==> src/rtl/frame_sequencer.sv <==
// Raster frame sequencer: vertical pulse, per-row blanking, then one pixel-pair
// issue per unstalled DATA cycle. Every output is driven straight from a register.
module frame_sequencer #(
  parameter int unsigned WIDTH          = 768,
  parameter int unsigned HEIGHT         = 512,
  parameter int unsigned START_UP_DELAY = 100,
  parameter int unsigned HSYNC_DELAY    = 160
) (
  input  logic        clk,
  input  logic        reset,
  input  logic        start,
  input  logic        abort,
  input  logic        stall,
  output logic        vertical_Pulse,
  output logic        horizontal_Pulse,
  output logic        ctrl_data_run,
  output logic [15:0] row,
  output logic [15:0] col,
  output logic        busy,
  output logic        sig_done,
  output logic [7:0]  frame_count
);

  localparam int unsigned DMAX = (START_UP_DELAY > HSYNC_DELAY) ? START_UP_DELAY : HSYNC_DELAY;
  localparam int unsigned CW   = (DMAX > 1) ? $clog2(DMAX) : 1;

  localparam logic [CW-1:0] VS_LAST  = CW'(START_UP_DELAY - 1);
  localparam logic [CW-1:0] HS_LAST  = CW'(HSYNC_DELAY - 1);
  localparam logic [15:0]   LAST_COL = 16'(WIDTH - 2);
  localparam logic [15:0]   LAST_ROW = 16'(HEIGHT - 1);

  typedef enum logic [1:0] {
    IDLE,
    VSYNC,
    HSYNC,
    DATA
  } state_t;

  state_t        state_q, state_d;
  logic [CW-1:0] cnt_q,   cnt_d;
  logic [15:0]   row_q,   row_d;
  logic [15:0]   col_q,   col_d;
  logic          vp_q,    vp_d;
  logic          hp_q,    hp_d;
  logic          busy_q,  busy_d;
  logic          done_q,  done_d;
  logic [7:0]    fc_q,    fc_d;

  always_comb begin
    state_d = state_q;
    cnt_d   = cnt_q;
    row_d   = row_q;
    col_d   = col_q;
    vp_d    = 1'b0;
    hp_d    = 1'b0;
    done_d  = 1'b0;
    fc_d    = fc_q;

    unique case (state_q)
      IDLE: begin
        if (start && !abort) begin
          state_d = VSYNC;
          cnt_d   = '0;
          row_d   = '0;
          col_d   = '0;
          vp_d    = 1'b1;
        end
      end
      VSYNC: begin
        if (cnt_q == VS_LAST) begin
          state_d = HSYNC;
          cnt_d   = '0;
        end else begin
          cnt_d = cnt_q + 1'b1;
          vp_d  = 1'b1;
        end
      end
      HSYNC: begin
        if (cnt_q == HS_LAST) begin
          state_d = DATA;
          cnt_d   = '0;
          hp_d    = 1'b1;
        end else begin
          cnt_d = cnt_q + 1'b1;
        end
      end
      DATA: begin
        // hp_q marks the current cycle as an issue; stall seen here gates the next cycle's issue.
        if (hp_q) begin
          if (col_q == LAST_COL) begin
            col_d = '0;
            if (row_q == LAST_ROW) begin
              state_d = IDLE;
              col_d   = col_q;
              done_d  = 1'b1;
              fc_d    = fc_q + 8'd1;
            end else begin
              state_d = HSYNC;
              row_d   = row_q + 16'd1;
              cnt_d   = '0;
            end
          end else begin
            col_d = col_q + 16'd2;
            hp_d  = !stall;
          end
        end else begin
          hp_d = !stall;
        end
      end
      default: state_d = IDLE;
    endcase

    if (abort && (state_q != IDLE)) begin
      state_d = IDLE;
      cnt_d   = '0;
      row_d   = row_q;
      col_d   = col_q;
      vp_d    = 1'b0;
      hp_d    = 1'b0;
      done_d  = 1'b0;
      fc_d    = fc_q;
    end

    busy_d = (state_d != IDLE);
  end

  always_ff @(posedge clk or negedge reset) begin
    if (!reset) begin
      state_q <= IDLE;
      cnt_q   <= '0;
      row_q   <= '0;
      col_q   <= '0;
      vp_q    <= 1'b0;
      hp_q    <= 1'b0;
      busy_q  <= 1'b0;
      done_q  <= 1'b0;
      fc_q    <= '0;
    end else begin
      state_q <= state_d;
      cnt_q   <= cnt_d;
      row_q   <= row_d;
      col_q   <= col_d;
      vp_q    <= vp_d;
      hp_q    <= hp_d;
      busy_q  <= busy_d;
      done_q  <= done_d;
      fc_q    <= fc_d;
    end
  end

  assign vertical_Pulse   = vp_q;
  assign horizontal_Pulse = hp_q;
  assign ctrl_data_run    = hp_q;
  assign row              = row_q;
  assign col              = col_q;
  assign busy             = busy_q;
  assign sig_done         = done_q;
  assign frame_count      = fc_q;

endmodule

==> config.mk <==
export PLATFORM = sky130hd
export DESIGN_NAME = frame_sequencer
export DESIGN_NICKNAME = d
export VERILOG_FILES = /design/src/rtl/frame_sequencer.sv
export SDC_FILE = /design/constraint.sdc
export NUM_CORES = 1
export LEC_CHECK = 0
export BUFFER_PORTS_ARGS = -buffer_cell sky130_fd_sc_hd__buf_2
export CAP_MARGIN = 20
export CORE_MARGIN = 2
export CORE_UTILIZATION = 57
export CTS_CLUSTER_DIAMETER = 120
export DETAILED_ROUTE_END_ITERATION = 12
export PLACE_DENSITY = 0.83
export SLEW_MARGIN = 20
export SYNTH_ARGS = -nofsm -noshare
export SYNTH_HDL_FRONTEND = slang
export SYNTH_SLANG_ARGS = --single-unit
==> constraint.sdc <==
create_clock -name clk -period 3.05 [get_ports clk]
set_input_delay 0.4575 -clock clk [delete_from_list [all_inputs] [get_ports clk]]
set_output_delay 0.4575 -clock clk [all_outputs]
set_load 0.005 [all_outputs]
Word level (Yosys, flattened, before mapping)

Index checks and enable logic that the tools add are counted.
Widths: inputs -> output; s select.

Bits in registers: 54
Output and inout bits: 45
Word-level logic and storage cells: 81

Add/sub/neg operators: 4
Equality and inequality tests: 16
Mux-type cells: 39
Bitwise gates (word level): 1
Reduce and logical (&&, ||, !) cells: 12

Operators with widths:

| kind                  | number |
|---|---|
| $mux 16               | 7 |
| $pmux 16 s2           | 2 |
| $mux 8                | 7 |
| $pmux 8 s4            | 1 |
| $add 16x1->16 const B | 1 |
| $add 16x2->16 const B | 1 |
| $add 8x1->8 const B   | 2 |
| $eq 16x10->1 const B  | 1 |
| $eq 16x9->1 const B   | 1 |
| $ne 3x3->1 const B    | 5 |
| $mux 2                | 7 |
| $mux 1                | 12 |
| $reduce_and 5->1      | 2 |
| $eq 8x7->1 const B    | 1 |
| $eq 8x8->1 const B    | 1 |
| $ne 2x2->1 const B    | 4 |
| $pmux 2 s4            | 1 |
| $reduce_and 6->1      | 1 |
| $reduce_bool 2->1     | 3 |
| $eq 2x2->1 const B    | 2 |
| $pmux 1 s2            | 2 |
| $reduce_and 4->1      | 1 |
| $eq 2x1->1 const B    | 1 |
| $logic_and 1x1->1     | 2 |
| other kinds (3)       | 4 |

Longest topological paths before layout

Depth after elaboration: 7
Depth in mapped cells: 9
Gate-level depth less buffers: 7

Worst setup path before layout

No wires, ideal clock.

Path type: flip-flop to flip-flop
From: register state_q[1]
To: register col_q[15], in the netlist col[15]
Data arrival time: 2156 ps
Required time: 2972 ps
Path slack: 816 ps
Stages on the path, launching flop included: 9
Cells stage by stage: dfrtp_1 -> inv_1 -> ha_1 -> buf_6 -> nor2b_4 -> a2111oi_4 -> o2111ai_1 -> or3_1 -> a21oi_1

Longest elaborated chain between the ends: 4

Ends and longest elaborated chain:

| what                                                     | line | RTL |
|---|---|---|
| start: declaration                                       | 39   | `state_t state_q, state_d;` |
| start signal: assignment                                 | 139  | `state_q <= state_d;` |
| branches (longest 4 deep; another with $reduce_and 5->1) | --   |  |
| end signal: assignment                                   | 142  | `col_q <= col_d;` |
| end: declaration                                         | 42   | `logic [15:0] col_q, col_d;` |

Several ways; the timed one is not identified.
A chain may end at the register's enable or synchronous reset.

Final worst setup path

From: register state_q[1]
To: register row_q[6], in the netlist row[6]

Longest elaborated chain between the ends: 4

Ends and longest elaborated chain:

| what                                                     | line | RTL |
|---|---|---|
| branches (longest 4 deep; another with $reduce_and 6->1) | --   |  |
| end signal: assignment                                   | 141  | `row_q <= row_d;` |
| end: declaration                                         | 41   | `logic [15:0] row_q, row_d;` |

Several ways; the timed one is not identified.

==> results.toml <==
[outcome]
status = "completed"

[logic_synthesis]
yosys_warnings = 0
ys_seq_area_share_pct = 42.3
synth_top_area_cell = "dfrtp_1"
synth_top_family_by_area = "simple AND/OR/NAND/NOR gates"
synth_xor_area_share_pct = 4.75
synth_most_common_cell = "dfrtp_1"
synth-edff-count = 0
yosys.area_share.simple_pct = 27.8
avgSynthCellArea_um2 = 9.58
post-synth-top-area-fraction_pct = 42.3
syn-num-nets = 340
synth_commonest_cells = "dfrtp_1 (53), nand2_1 (30), o21ai_0 (23), a21oi_1 (19), nor2_1 (19)"
synthTopCellsByArea = "dfrtp_1 (42%), o21ai_0 (3.7%), nand2_1 (3.6%)"
synth_compound_area_share_pct = 17.4
muxShareOfSynthArea_pct = 0.719
ys_types = 57
synth_seq_cells = 53
yosys_most_used_dff = "dfrtp_1"
async_reset_ff_share_pct = 100
syn_inst = 327
synth-adder-area-share_pct = 3.20
syn-cell-area_um2 = 3130

[die]
rows = 26
initial_core_util_pct = 60.2
coreArea_um2 = 5200
fp.dieW_um = 78.1
ioPinCount = 50
dieHeight_um = 78.1
die-area_um2 = 6100

[cells_and_area]
layout-drive-gt1-share_pct = 21.2
instances_no_fill = 447
diodes = 0
area_growth_syn_to_layout_pct = 13.3
fillers = 433
nets = 389

[sta]
final-setup-viol-count = 0
worst_pin_slew_ns = 0.673
fin_crit_sh_pct = 93.0
hold_viol_final = 0
fin_skew_ns = 0.00814
final.setup.tns_ns = 0
slew_violations = 0
hold_ws_ns = 0.127
finalWorstSetupSlack_ns = 0.215
slew_headroom_pct = 55.1
period_minus_slack_ns = 2.84
grt_setup_unrepaired = "false"
max_freq_mhz = 353

[power]
p_leak_nw = 1.64
ir_drop_mv = 0.290
powerDensity_nw_per_um2 = 527

[drt]
vias_per_cell = 6.11
drt-pass1-iter-count = 7
drt_iter0_markers = 229
wirelength_um = 7170
final_antenna_net_count = 0
vias = 2733
drc = 0
routedWlPerCell_um = 16.0

[grt]
grt_max_degree = 29
overflow = 0
grt_pass1_vias = 2594
grtUsageTotal_pct = 24.8
grt_first_pass_wirelength_um = 12200
antenna_found_initial = 0

[placed_design]
gp_congestion = 0.922
place_inst = 439
port_buffers = 48
post-place-ws_ns = 0.313
place_hpwl_um = 5150

[worst_setup_path]
worst_setup_path_start_kind = "flop"
worstSetupPathType = "flop to flop"
end_kind = "flop"
worstPathArrival_ns = 3.04
cp_max_fo = 15
critPathRequiredTime_ns = 3.26

[clocking]
cts_tree = "built"
htreeDepth = 2
cts_root_buf = "clkbuf_8"
cts_made_buffers = 5
ctsHoldBuffers = 0
cts_setup_buffers = 0
post_cts_resized = 0
cts_buffer_depth = 2
clock_latency_ns = 0.32
cts_sinks = 53
path_clk_slew_ns = 0.10

[flow_run]
drv_cap = 0

[hold_path]
hold_class = "primary input to asynchronous set/reset pin"
## per-stage QoR
stage / power [mW] / instance area [um2] / util [%]
finish: 1.87 / 3550 / 68.2
global route: 1.97 / 3550 / 68.2
CTS: 1.87 / 3550 / 68.2
detailed placement: 1.37 / 3430 / 66.0
global placement: 1.36 / 3430 / 66.0
floorplan: 1.22 / 3130 / -
## registers in the layout, indices dropped and copies added, names as in the netlist
| name | cells |
|---|---|
| state_q | 2 |
| row | 16 |
| vertical_Pulse | 1 |
| busy | 1 |
| ctrl_data_run | 1 |
| cnt_q | 8 |
| frame_count | 8 |
| col | 15 |
| sig_done | 1 |
## cell usage in the layout (no fill, tap or decap), drive strengths merged, types with 3 or more instances in the layout
cell type and count:
dfrtp 53, and3 8, nor3 7, ha 8
or3 12, nor2 19, nand3 18, inv 11
nand2b 5, and4 5, nor2b 4, nor4 6
xor2 11, buf 54, nand2 30, or4 3
o21ai 25, o31ai 3, a211oi 3, a21oi 19
a22o 4, a31oi 5, o211ai 5, xnor2 6
nand4 16, o2111ai 4, clkbuf 5
## critical path, cell delays in order, from the launching register on
cell	delay [ns]
dfrtp_1	0.46
inv_1	0.11
ha_1	0.29
nor2b_4	0.18
a2111oi_4	0.65
and3_1	0.63
o21ai_0	0.18
a22o_1	0.21
## per-layer routing
layer	vias to the layer above	wire, um	global-route usage [%]
met5	-	0	0
met2	78	3410	41.1
met3	11	283	3.79
met1	1327	3380	33.7
met4	0	99	7.89
li1	1317	-	-
## power breakdown
part / internal (mW) / switching (mW) / total, mW
Sequential: 0.748 / 0.0453 / 0.793
Clock: 0.246 / 0.248 / 0.494
Combinational: 0.199 / 0.384 / 0.583
Total: 1.19 / 0.678 / 1.87
## worst paths after layout
kind	end	cells past startpoint	startpoint	slack (ns)
setup / recovery	row[6]	7	state_q[1]	0.21
hold / removal	row[2]	1	reset	0.13
setup reg to reg	row[6]	7	state_q[1]	0.21
hold reg to reg	frame_count[7]	1	frame_count[7]	0.48
max in group asynchronous	vertical_Pulse	2	reset	2.15
min in group clk	ctrl_data_run	3	stall	0.46
## final cells by class
type / count / area (um2) / share of cell area [%]
Timing Repair Buffer: 54 / 285 / 8.04
Clock inverter: 3 / 46.3 / 1.30
Clock buffer: 5 / 68.8 / 1.94
Inverter: 12 / 45.0 / 1.27
Tap cell: 70 / 87.6 / 2.47
Sequential cell: 53 / 1330 / 37.4
Multi-Input combinational cell: 250 / 1690 / 47.6
## cells by family after synthesis
kind of cell,after synthesis
AOI/OAI and AO/OA,82
buffers and inverters,24
muxes,2
other,1
and+or+nand+nor,140
adders and majority gates,8
xor gates and xnor gates,17
DFF,53
(Power assumes the default switching activity.)
